$ cat src/rtl/lcd_pkg.sv
// Shared definitions for the LCD pixel path: the lcdbpp mode encoding,
// per-mode pixel widths and helpers that say how a 32-bit frame-buffer
// word is carved into pixels.
package lcd_pkg;

   typedef enum logic [2:0] {
      BPP_1    = 3'b000,
      BPP_2    = 3'b001,
      BPP_4    = 3'b010,
      BPP_8    = 3'b011,
      BPP_1555 = 3'b100,
      BPP_24   = 3'b101,
      BPP_565  = 3'b110,
      BPP_444  = 3'b111
   } lcdBpp_e;

   typedef enum logic {
      ST_EMPTY  = 1'b0,
      ST_UNPACK = 1'b1
   } unpackState_e;

   localparam int WORD_BITS   = 32;
   localparam int PIXBITS_1   = 1;
   localparam int PIXBITS_2   = 2;
   localparam int PIXBITS_4   = 4;
   localparam int PIXBITS_8   = 8;
   localparam int PIXBITS_16  = 16;
   localparam int PIXBITS_24  = 24;
   localparam int PIXBITS_12  = 12;

   // Number of pixels carried by one frame-buffer word in the given mode.
   // 12 bpp pixels sit one per half-word, 24 bpp takes the whole word.
   function automatic logic [5:0] pixelsPerWord(input lcdBpp_e mode);
      logic [5:0] count;
      case (mode)
         BPP_1:    count = 6'(WORD_BITS / PIXBITS_1);
         BPP_2:    count = 6'(WORD_BITS / PIXBITS_2);
         BPP_4:    count = 6'(WORD_BITS / PIXBITS_4);
         BPP_8:    count = 6'(WORD_BITS / PIXBITS_8);
         BPP_1555: count = 6'(WORD_BITS / PIXBITS_16);
         BPP_565:  count = 6'(WORD_BITS / PIXBITS_16);
         BPP_444:  count = 6'(WORD_BITS / PIXBITS_16);
         BPP_24:   count = 6'd1;
         default:  count = 6'd0;
      endcase
      return count;
   endfunction

   // Bit distance between consecutive pixels inside a word (the slot).
   function automatic logic [5:0] slotWidth(input lcdBpp_e mode);
      logic [5:0] width;
      case (mode)
         BPP_1:    width = 6'(PIXBITS_1);
         BPP_2:    width = 6'(PIXBITS_2);
         BPP_4:    width = 6'(PIXBITS_4);
         BPP_8:    width = 6'(PIXBITS_8);
         BPP_1555: width = 6'(PIXBITS_16);
         BPP_565:  width = 6'(PIXBITS_16);
         BPP_444:  width = 6'(PIXBITS_16);
         BPP_24:   width = 6'(WORD_BITS);
         default:  width = 6'(WORD_BITS);
      endcase
      return width;
   endfunction

endpackage

$ cat src/rtl/lcd_pixel_expand.sv
// Turns one raw pixel field (already aligned to bit 0) into the 24-bit
// RGB888 form, or a zero-extended palette index for the 1/2/4/8 bpp modes.
// Purely combinational so the encoder side can reuse it as is.
module lcd_pixel_expand
   import lcd_pkg::*;
(
   input  logic [23:0] i_raw,
   input  lcdBpp_e     i_mode,
   output logic [23:0] o_pix,
   output logic        o_isIndex
);

   logic [11:0] w_rgb444;

   assign w_rgb444 = i_raw[PIXBITS_12-1:0];

   // Narrow components are widened by repeating their top bits in the
   // freed LSBs so full-scale stays full-scale and zero stays zero.
   function automatic logic [7:0] widen5(input logic [4:0] c);
      return {c, c[4:2]};
   endfunction

   function automatic logic [7:0] widen6(input logic [5:0] c);
      return {c, c[5:4]};
   endfunction

   function automatic logic [7:0] widen4(input logic [3:0] c);
      return {c, c};
   endfunction

   // Select the field layout for the mode and build the output pixel.
   always_comb begin
      o_pix     = '0;
      o_isIndex = 1'b0;
      case (i_mode)
         BPP_1: begin
            o_pix     = 24'(i_raw[PIXBITS_1-1:0]);
            o_isIndex = 1'b1;
         end
         BPP_2: begin
            o_pix     = 24'(i_raw[PIXBITS_2-1:0]);
            o_isIndex = 1'b1;
         end
         BPP_4: begin
            o_pix     = 24'(i_raw[PIXBITS_4-1:0]);
            o_isIndex = 1'b1;
         end
         BPP_8: begin
            o_pix     = 24'(i_raw[PIXBITS_8-1:0]);
            o_isIndex = 1'b1;
         end
         BPP_1555: begin
            o_pix = {widen5(i_raw[14:10]), widen5(i_raw[9:5]), widen5(i_raw[4:0])};
         end
         BPP_565: begin
            o_pix = {widen5(i_raw[15:11]), widen6(i_raw[10:5]), widen5(i_raw[4:0])};
         end
         BPP_444: begin
            o_pix = {widen4(w_rgb444[11:8]), widen4(w_rgb444[7:4]), widen4(w_rgb444[3:0])};
         end
         BPP_24: begin
            o_pix = i_raw[PIXBITS_24-1:0];
         end
         default: begin
            o_pix     = '0;
            o_isIndex = 1'b0;
         end
      endcase
   end

endmodule

$ cat src/rtl/lcd_pixel_unpacker.sv
// Accepts packed 32-bit frame-buffer words and streams them out one pixel
// per clock.  The mode is latched with each word; the buffered word is
// shifted by one pixel slot per consumed pixel, and the next pixel is
// expanded ahead of time into an output register so pix_out never sees a
// combinational path from fb_data_in.
module lcd_pixel_unpacker
   import lcd_pkg::*;
#(
   parameter bit PIX_MSB_FIRST = 1'b0
) (
   input  logic        clk,
   input  logic        rst,
   input  logic [31:0] fb_data_in,
   input  logic        fb_valid,
   output logic        fb_ready,
   input  logic [2:0]  lcdbpp,
   input  logic        flush,
   output logic [23:0] pix_out,
   output logic        pix_is_index,
   output logic        pix_valid,
   input  logic        pix_ready
);

   unpackState_e r_state;
   unpackState_e w_nextState;
   logic [5:0]   r_count;
   logic [31:0]  r_word;
   lcdBpp_e      r_mode;
   logic [23:0]  r_pixOut;
   logic         r_pixIsIndex;
   logic         r_resetHold;

   lcdBpp_e      w_inMode;
   lcdBpp_e      w_srcMode;
   logic         w_fbReady;
   logic         w_pixValid;
   logic         w_accept;
   logic         w_consume;
   logic         w_lastPix;
   logic [5:0]   w_curSlot;
   logic [5:0]   w_srcSlot;
   logic [31:0]  w_shifted;
   logic [31:0]  w_srcWord;
   logic [23:0]  w_raw;
   logic [23:0]  w_expPix;
   logic         w_expIdx;

   assign w_inMode   = lcdBpp_e'(lcdbpp);
   assign w_pixValid = (r_state == ST_UNPACK) && !rst;
   assign w_lastPix  = (r_count == 6'd1);

   // A new word may enter when idle, or while the last pixel of the current
   // word is leaving so words stream back to back; flush, reset and the
   // first cycle after reset always block acceptance.
   assign w_fbReady = !rst && !flush && !r_resetHold &&
                      ((r_state == ST_EMPTY) ||
                       ((r_state == ST_UNPACK) && w_lastPix && pix_ready));

   assign w_accept  = fb_valid && w_fbReady;
   assign w_consume = w_pixValid && pix_ready;

   // Advance the buffered word by one pixel slot in the configured order.
   assign w_curSlot = slotWidth(r_mode);
   assign w_shifted = PIX_MSB_FIRST ? (r_word << w_curSlot) : (r_word >> w_curSlot);

   // The pixel to present next comes from the incoming word on acceptance,
   // otherwise from the word after it has been advanced.
   assign w_srcWord = w_accept ? fb_data_in : w_shifted;
   assign w_srcMode = w_accept ? w_inMode : r_mode;
   assign w_srcSlot = slotWidth(w_srcMode);
   assign w_raw     = 24'(PIX_MSB_FIRST ? (w_srcWord >> (6'd32 - w_srcSlot)) : w_srcWord);

   lcd_pixel_expand u_expand (
      .i_raw     (w_raw),
      .i_mode    (w_srcMode),
      .o_pix     (w_expPix),
      .o_isIndex (w_expIdx)
   );

   // State register for the EMPTY/UNPACK controller.
   always_ff @(posedge clk) begin
      if (rst) begin
         r_state <= ST_EMPTY;
      end else begin
         r_state <= w_nextState;
      end
   end

   // Next-state logic; flush overrides every handshake.
   always_comb begin
      w_nextState = r_state;
      case (r_state)
         ST_EMPTY: begin
            if (w_accept) begin
               w_nextState = ST_UNPACK;
            end
         end
         ST_UNPACK: begin
            if (w_consume && w_lastPix && !w_accept) begin
               w_nextState = ST_EMPTY;
            end
         end
         default: begin
            w_nextState = ST_EMPTY;
         end
      endcase
      if (flush) begin
         w_nextState = ST_EMPTY;
      end
   end

   // Keeps fb_ready low for the first cycle after reset is released.
   always_ff @(posedge clk) begin
      r_resetHold <= rst;
   end

   // Word buffer, latched mode, remaining count and the registered pixel.
   always_ff @(posedge clk) begin
      if (rst) begin
         r_word       <= '0;
         r_mode       <= BPP_1;
         r_count      <= '0;
         r_pixOut     <= '0;
         r_pixIsIndex <= 1'b0;
      end else if (flush) begin
         r_count <= '0;
      end else if (w_accept) begin
         r_word       <= fb_data_in;
         r_mode       <= w_inMode;
         r_count      <= pixelsPerWord(w_inMode);
         r_pixOut     <= w_expPix;
         r_pixIsIndex <= w_expIdx;
      end else if (w_consume) begin
         r_word       <= w_shifted;
         r_count      <= r_count - 6'd1;
         r_pixOut     <= w_expPix;
         r_pixIsIndex <= w_expIdx;
      end
   end

   assign fb_ready     = w_fbReady;
   assign pix_valid    = w_pixValid;
   assign pix_out      = rst ? 24'd0 : r_pixOut;
   assign pix_is_index = !rst && r_pixIsIndex;

endmodule

$ cat config.mk
export PLATFORM = sky130hd
export DESIGN_NAME = lcd_pixel_unpacker
export DESIGN_NICKNAME = d
export VERILOG_FILES = /design/src/rtl/lcd_pkg.sv /design/src/rtl/lcd_pixel_expand.sv /design/src/rtl/lcd_pixel_unpacker.sv
export SDC_FILE = /design/constraint.sdc
export NUM_CORES = 1
export LEC_CHECK = 0
export ABC_CLOCK_PERIOD_IN_PS = 3120
export CAP_MARGIN = 20
export CORE_ASPECT_RATIO = 1.25
export CORE_UTILIZATION = 27
export CTS_BUF_LIST = sky130_fd_sc_hd__clkbuf_4 sky130_fd_sc_hd__clkbuf_8
export DETAILED_ROUTE_END_ITERATION = 8
export PLACE_DENSITY = 0.43
export SLEW_MARGIN = 20
export SYNTH_ARGS = -nofsm -noshare
export SYNTH_HDL_FRONTEND = slang
export SYNTH_SLANG_ARGS = --single-unit
$ cat constraint.sdc
create_clock -name clk -period 3.12 [get_ports clk]
set_clock_uncertainty 0.05 [all_clocks]
set_input_delay 0.624 -clock clk [delete_from_list [all_inputs] [get_ports clk]]
set_output_delay 0.624 -clock clk [all_outputs]
set_load 0.005 [all_outputs]
==> results of run 1 <==
worst max-delay path: cells and delay by family:
| kind | cells | cell delay, ns |
|---|---|---|
| AO/OA/AOI/OAI | 3 | 0.85 |
| buffers and inverters | 3 | 0.74 |
| AND/OR/NAND/NOR | 5 | 0.97 |
where the power goes:
group	internal [W]	leakage, nW	switching [W]
clock	0.000384	0.0904	0.000384
combinational	0.000202	2.13	0.000211
sequential	0.000956	0.599	0.0000224
total	0.00154	2.82	0.000618
path summary, 6_finish.rpt:
path / startpoint / to / cells after the start
setup / recovery: flush / r_pixOut[13]$_SDFFE_PP0P_ / 11
hold / removal: r_word[0]$_SDFFE_PP0P_ / r_word[0]$_SDFFE_PP0P_ / 2
setup reg to reg: w_curSlot[1]$_SDFF_PP0_ / r_pixOut[11]$_SDFFE_PP0P_ / 9
hold reg to reg: r_word[0]$_SDFFE_PP0P_ / r_word[0]$_SDFFE_PP0P_ / 2
kinds of logic (layout without fill, tap and decap cells):
logic type	after synthesis	count (layout)	share of synthesized area [%]
DFF	74	74	25.3
muxes	98	98	24.7
adders and majority gates	2	2	0.427
and+or+nand+nor	257	257	21.4
xor gates and xnor gates	5	5	0.748
AOI/OAI and AO/OA	166	166	21.1
buffers and inverters	67	218	6.36
area by class of cell:
| cell class | count | area, um^2 | share of cell area (%) |
|---|---|---|---|
| multi-input combinational | 528 | 4030 | 51.7 |
| timing repair buffer | 194 | 1720 | 22.0 |
| sequential | 74 | 1490 | 19.0 |
| tap | 274 | 343 | 4.39 |
| clock buffer | 10 | 138 | 1.76 |
| clock inverter | 4 | 53.8 | 0.689 |
| inverter | 10 | 37.5 | 0.481 |
registers in the layout (all words and copies together) (netlist names):
signal        cells
w_curSlot         6
r_word           32
r_state           1
r_count           6
r_resetHold       1
r_pixIsIndex      1
r_mode            3
r_pixOut         24
repair_timing:
item,4_1_cts,5_1_grt
endpoints found under the setup margin,0,9
gates resized for setup,0,4
setup buffers,0,1
synth_stat cells, types with 3 or more instances:
library cell,n
a211oi_1,27
a21oi_1,28
a221oi_2,4
a222oi_1,5
a22o_1,3
a22oi_1,13
a31oi_1,3
a32oi_1,8
and2_1,5
and3_1,5
buf_2,14
buf_4,7
buf_6,6
clkbuf_1,26
dfxtp_1,74
inv_1,8
mux2_2,13
mux2i_1,51
mux4_1,8
mux4_2,25
nand2_1,55
nand2b_1,6
nand3_1,24
nor2_1,73
nor2b_1,33
nor3_1,26
nor3b_1,3
nor4_1,13
o21ai_0,32
o21ai_1,4
o22ai_1,11
xnor2_1,3
stage by stage:
| stage | util, % | hold slack (ns) |
|---|---|---|
| floorplan | - | 0.421 |
| global placement | 36.1 | 0.438 |
| detailed placement | 36.1 | 0.446 |
| CTS | 37.0 | 0.455 |
| global route | 37.1 | 0.478 |
| finish | 37.1 | 0.456 |
per-layer routing:
| metal | global-route usage (%) | wire length [um] | vias to the layer above |
|---|---|---|---|
| met5 | 0 | 0 | - |
| met4 | 9.14 | 692 | 0 |
| met3 | 2.16 | 934 | 40 |
| met2 | 37.9 | 12000 | 185 |
| met1 | 27.4 | 10100 | 2890 |
| li1 | - | - | 2834 |
layout by cell type, fill, tap and decap left out, types with 4 or more instances in the layout:
cell               n
a222oi_1           5
nor4_1            13
nand2_1           55
nand3_1           24
mux2i_1           50
buf_4            120
nor2b_1           33
mux4_2            25
and3_1             5
nand2b_1           6
o22ai_1           11
a22oi_1           13
nor3_1            26
o21ai_1            4
a21oi_1           26
a211oi_1          25
nor2_1            73
mux2_2            13
mux4_1             8
clkbuf_8          10
a221oi_2           4
o21ai_0           32
a32oi_1            8
clkdlybuf4s50_1   65
and2_1             4
inv_1              8
dfxtp_1           73
buf_12             8
==> reports/metrics.csv, run 1 <==
metric,value,unit
relSlewSlack,39.7,%
cts_tree,yes,
initial_core_util,27.8,%
nNetsFinal,859,
critPathLaunchType,primary input,
syn_area,0.00586,mm^2
final.min_clock_period,3.00,ns
finalSetupViolCount,0,
dieArea,0.0223,mm^2
htreeDepth,3,
remaining_drc_errors,0,
ys_seq_area_share,25.3,%
via_per_inst,5.44,
ir_worst_vdd,0.157,mV
die_w,134,um
crit_path_top_delay_cell,a221oi_4,
worstHoldPathType,reg2reg,
yosys.area.top_type_share,25.3,%
grt_remaining_overflow,0,
ys_ff_latch,74,
leakagePower,2.82,nW
setup.worst_path.class,in2reg,
cts_root_buf,clkbuf_8,
core,0.0210,mm^2
yosys-top-cells-area,"dfxtp_1 (25%), mux4_2 (9.6%), mux2i_1 (8.7%)",
yosysTopAreaCell,dfxtp_1,
numPortBuffers,66,
pre_cts_ws,-0.291,ns
fin_ws,0.116,ns
synthArstFlopShare,0,%
rows,59,
tightest_slew,0.904,ns
yosysUniqueCellTypes,72,
finalPower,0.00216,W
crit_required,3.32,ns
synth_edf_count,0,
final_antenna_net_count,0,
finalNonFillerCells,1094,
drtIter0Drc,504,
drtPass1Iterations,6,
antenna_found_initial,0,
gp_congestion,0.915,
synthCells,669,
ios,67,
yosys_warnings,0,
numCtsBuffers,9,
place_inst,1079,
r2r_setup_slack,0.12,ns
power_density,277,mW/mm^2
design_area,0.00781,mm^2
vias,5949,
clkSlewWorstSetupHoldPaths,0.08,ns
hold_buffers,0,
arrival,3.20,ns
wire_per_inst,21.7,um
slowest_delay,0.45,ns
grt_max_degree,60,
post-route-period-util,96.3,%
path_cells,clkdlybuf4s50_1 -> or2_1 -> nor3b_4 -> buf_4 -> and2_2 -> buf_12 -> nor3_2 -> a221oi_4 -> o22ai_1 -> o21ai_0 -> nand3_1,
grt_pass1_wl,36900,um
worstPathMaxFanout,18,
grt_pass1_vias,6191,
syn_nets,711,
grt_usage,21.9,%
dpl.hpwl,18700,um
final_layout_size_suffix_gt1_share,25.5,%
max_clock_freq,333,MHz
finalHoldViolCount,0,
drv_slew,0,
routed_wl,23800,um
status,"complete, no violations",
yosys_most_used_dff,dfxtp_1,
cts_max_path_buffers,2,
end_kind,register,
setup_tns,0,ns
antenna_cells,0,
cap_violations,0,
fillerInstances,2178,
postPlaceCellArea,0.00759,mm^2
die_y,167,um
cts.sinks,74,
area_growth,33.3,%
avgSynthCellArea,8.76,um^2
clock_latency,0.37,ns
Power figures use the tool's default switching activity.
==> run 2, diff against run 1 <==
- DONT_BUFFER_PORTS: not set -> 1
- PLACE_DENSITY: 0.43 -> 0.39
==> run 2 against run 1 <==
Compared with the run above:
- maximum frequency shrank 0.79%
- non-clock buffer count shrank 127
- flip-flop and latch count is the same
- register-to-register slack lost 0.02 ns
- cell count shrank 11%
- worst hold slack lost 0.22 ns
- combinational power shrank 28%
- total power shrank 8.1%
- global-route usage shrank 1.3 points
- first-iteration DRC count shrank 13%
- critical path type is now reg2reg
- largest cell class unchanged
==> reports/metrics.csv, run 2 (synthesized netlist as in run 1, its figures left out) <==
metric,value,unit,change
status,"complete, no violations",,
pre_cts_ws,0.0607,ns,+0.351 ns
grt_usage,20.6,%,-1.3 points
r2r_cells,7,,-2
r2r_setup_slack,0.09,ns,-0.02 ns
cts.sinks,74,,unchanged
remaining_drc_errors,0,,unchanged
multiInputGateArea,0.00403,mm^2,-0.16%
drv_slew,0,,unchanged
cts_max_path_buffers,2,,unchanged
routed_wl,22900,um,-3.6%
dieArea,0.0223,mm^2,unchanged
crit_path_top_delay_cell,mux4_1,,
worstHoldPathType,in2reg,,
grt_pass1_vias,5575,,-9.9%
drtIter0Drc,439,,-13%
fin_ws,0.0922,ns,-0.0238 ns
htreeDepth,3,,unchanged
hold_buffers,0,,unchanged
final_layout_size_suffix_gt1_share,21.0,%,-4.5 points
gp_congestion,0.851,,-7.0%
arrival,3.22,ns,+0.02 ns
regArea,0.00148,mm^2,-0.17%
antenna_found_initial,0,,unchanged
cap_violations,0,,unchanged
area_growth,13.2,%,
hp-start,rst,,
grt_pass1_wl,34800,um,-5.6%
setup_tns,0,ns,unchanged
die_w,134,um,unchanged
grt_max_degree,61,,+1.7%
critPathLaunchType,register,,
numPortBuffers,0,,-100%
nNetsFinal,732,,-15%
whs_endpoint,r_resetHold$_DFF_P_,,
grt_remaining_overflow,0,,unchanged
slowest_delay,0.61,ns,+0.16 ns
power_density,299,mW/mm^2,+8.2%
largestRegisters,"r_word (32), r_pixOut (24)",,
finalNonFillerCells,969,,-11%
worstPathMaxFanout,8,,-10
fillerInstances,2205,,+1.2%
cts_root_buf,clkbuf_8,,
hold_depth,0,,-2
post-route-period-util,97.0,%,+0.76 points
cts_tree,yes,,
largest_reg_flops,32,,unchanged
antenna_cells,0,,unchanged
final.min_clock_period,3.03,ns,+0.0238 ns
path_cells,buf_12 -> mux4_1 -> mux4_2 -> a221oi_4 -> o22ai_1 -> o21ai_0 -> nand3_1,,
relSlewSlack,47.4,%,+7.8 points
reg2reg_from,w_curSlot[1]$_SDFF_PP0_,,
crit_required,3.31,ns,about the same
rows,59,,unchanged
via_per_inst,5.76,,+5.9%
clock_latency,0.36,ns,about the same
final_util,31.5,%,-5.6 points
place_inst,953,,-12%
tightest_slew,0.787,ns,-0.116 ns
wire_per_inst,23.7,um,+8.9%
initial_core_util,27.8,%,unchanged
drtPass1Iterations,5,,-1
leakagePower,2.26,nW,-20%
numCtsBuffers,9,,unchanged
reg2reg_to,r_pixOut[13]$_SDFFE_PP0P_,,
setup.worst_path.class,reg2reg,,
final_cell_mix,"nor2_1 (73), dfxtp_1 (73), buf_4 (62), nand2_1 (55), mux2i_1 (51)",,
ios,67,,unchanged
dpl.hpwl,17800,um,-5.1%
ir_worst_vdd,0.135,mV,-14%
vias,5581,,-6.2%
end_kind,register,,
die_y,167,um,unchanged
finalHoldViolCount,0,,unchanged
max_clock_freq,330,MHz,-0.79%
rsz0062_at_grt,no,,
finalSetupViolCount,0,,unchanged
core,0.0210,mm^2,unchanged
clkSlewWorstSetupHoldPaths,0.10,ns,+0.02 ns
regMostFlops,r_word,,
final_antenna_net_count,0,,unchanged
[run 2: changes by cell type in the layout (fill, tap and decap cells not counted), sizes merged]
cell / change
buf: -62
clkdlybuf4s50: -65
clkinv: +2
clkbuf: -1
inv: +2
bufinv: -1
[run 2: worst max-delay path: cells and delay by family (launching register included)]
kind            cells  cell delay, ns
mux                 2            1.15
compound gates      3            0.93
flops               1            0.51
buf+inv             1            0.16
simple gates        1            0.11
[run 2: through the flow]
step                power [W]  area [um^2]  hold WS (ns)
finish                0.00199         6630         0.239
detailed placement    0.00130         6450         0.445
floorplan             0.00119         5860         0.421
global placement      0.00130         6450         0.443
CTS                   0.00201         6630         0.228
global route          0.00207         6630         0.221
[run 2: per-layer routing]
| metal | vias to the layer above | track usage [%] | part of all wire (%) |
|---|---|---|---|
| li1 | 2582 | - | - |
| met1 | 2767 | 25.3 | 42 |
| met2 | 195 | 35.3 | 49 |
| met3 | 37 | 3.84 | 6.1 |
| met4 | 0 | 7.81 | 3.0 |
| met5 | - | 0 | 0 |
[run 2: layout make-up]
class	count	area share [%]
clock buffer	9	1.87
multi-input combinational	528	60.7
tap	274	5.17
inverter	10	0.566
timing repair buffer	67	8.53
clock inverter	7	0.811
sequential	74	22.4
[run 2: worst max path at each step]
stage / startpoint / end / slack, ns / depth (start not counted)
detailed placement: flush / r_pixOut[21]$_SDFFE_PP0P_ / 0.06 / 9
global route: w_curSlot[1]$_SDFF_PP0_ / r_pixOut[4]$_SDFFE_PP0P_ / 0.02 / 9
CTS: w_curSlot[1]$_SDFF_PP0_ / r_pixOut[17]$_SDFFE_PP0P_ / 0.13 / 9
floorplan: flush / r_pixOut[4]$_SDFFE_PP0P_ / 0.22 / 10
global placement: flush / r_pixOut[21]$_SDFFE_PP0P_ / 0.02 / 9
finish: w_curSlot[1]$_SDFF_PP0_ / r_pixOut[13]$_SDFFE_PP0P_ / 0.09 / 7
[run 2: report_power, final]
| group | total, W | internal (W) | switching (W) |
|---|---|---|---|
| sequential | 0.000979 | 0.000956 | 0.0000230 |
| clock | 0.000709 | 0.000296 | 0.000413 |
| combinational | 0.000297 | 0.000127 | 0.000169 |
| total | 0.00199 | 0.00138 | 0.000606 |
[run 2: timing repair]
action                                 CTS  global route
endpoints found under the hold margin    0             0
setup endpoints to repair                0             1
setup buffers                            0             0
resized for setup                        0             1
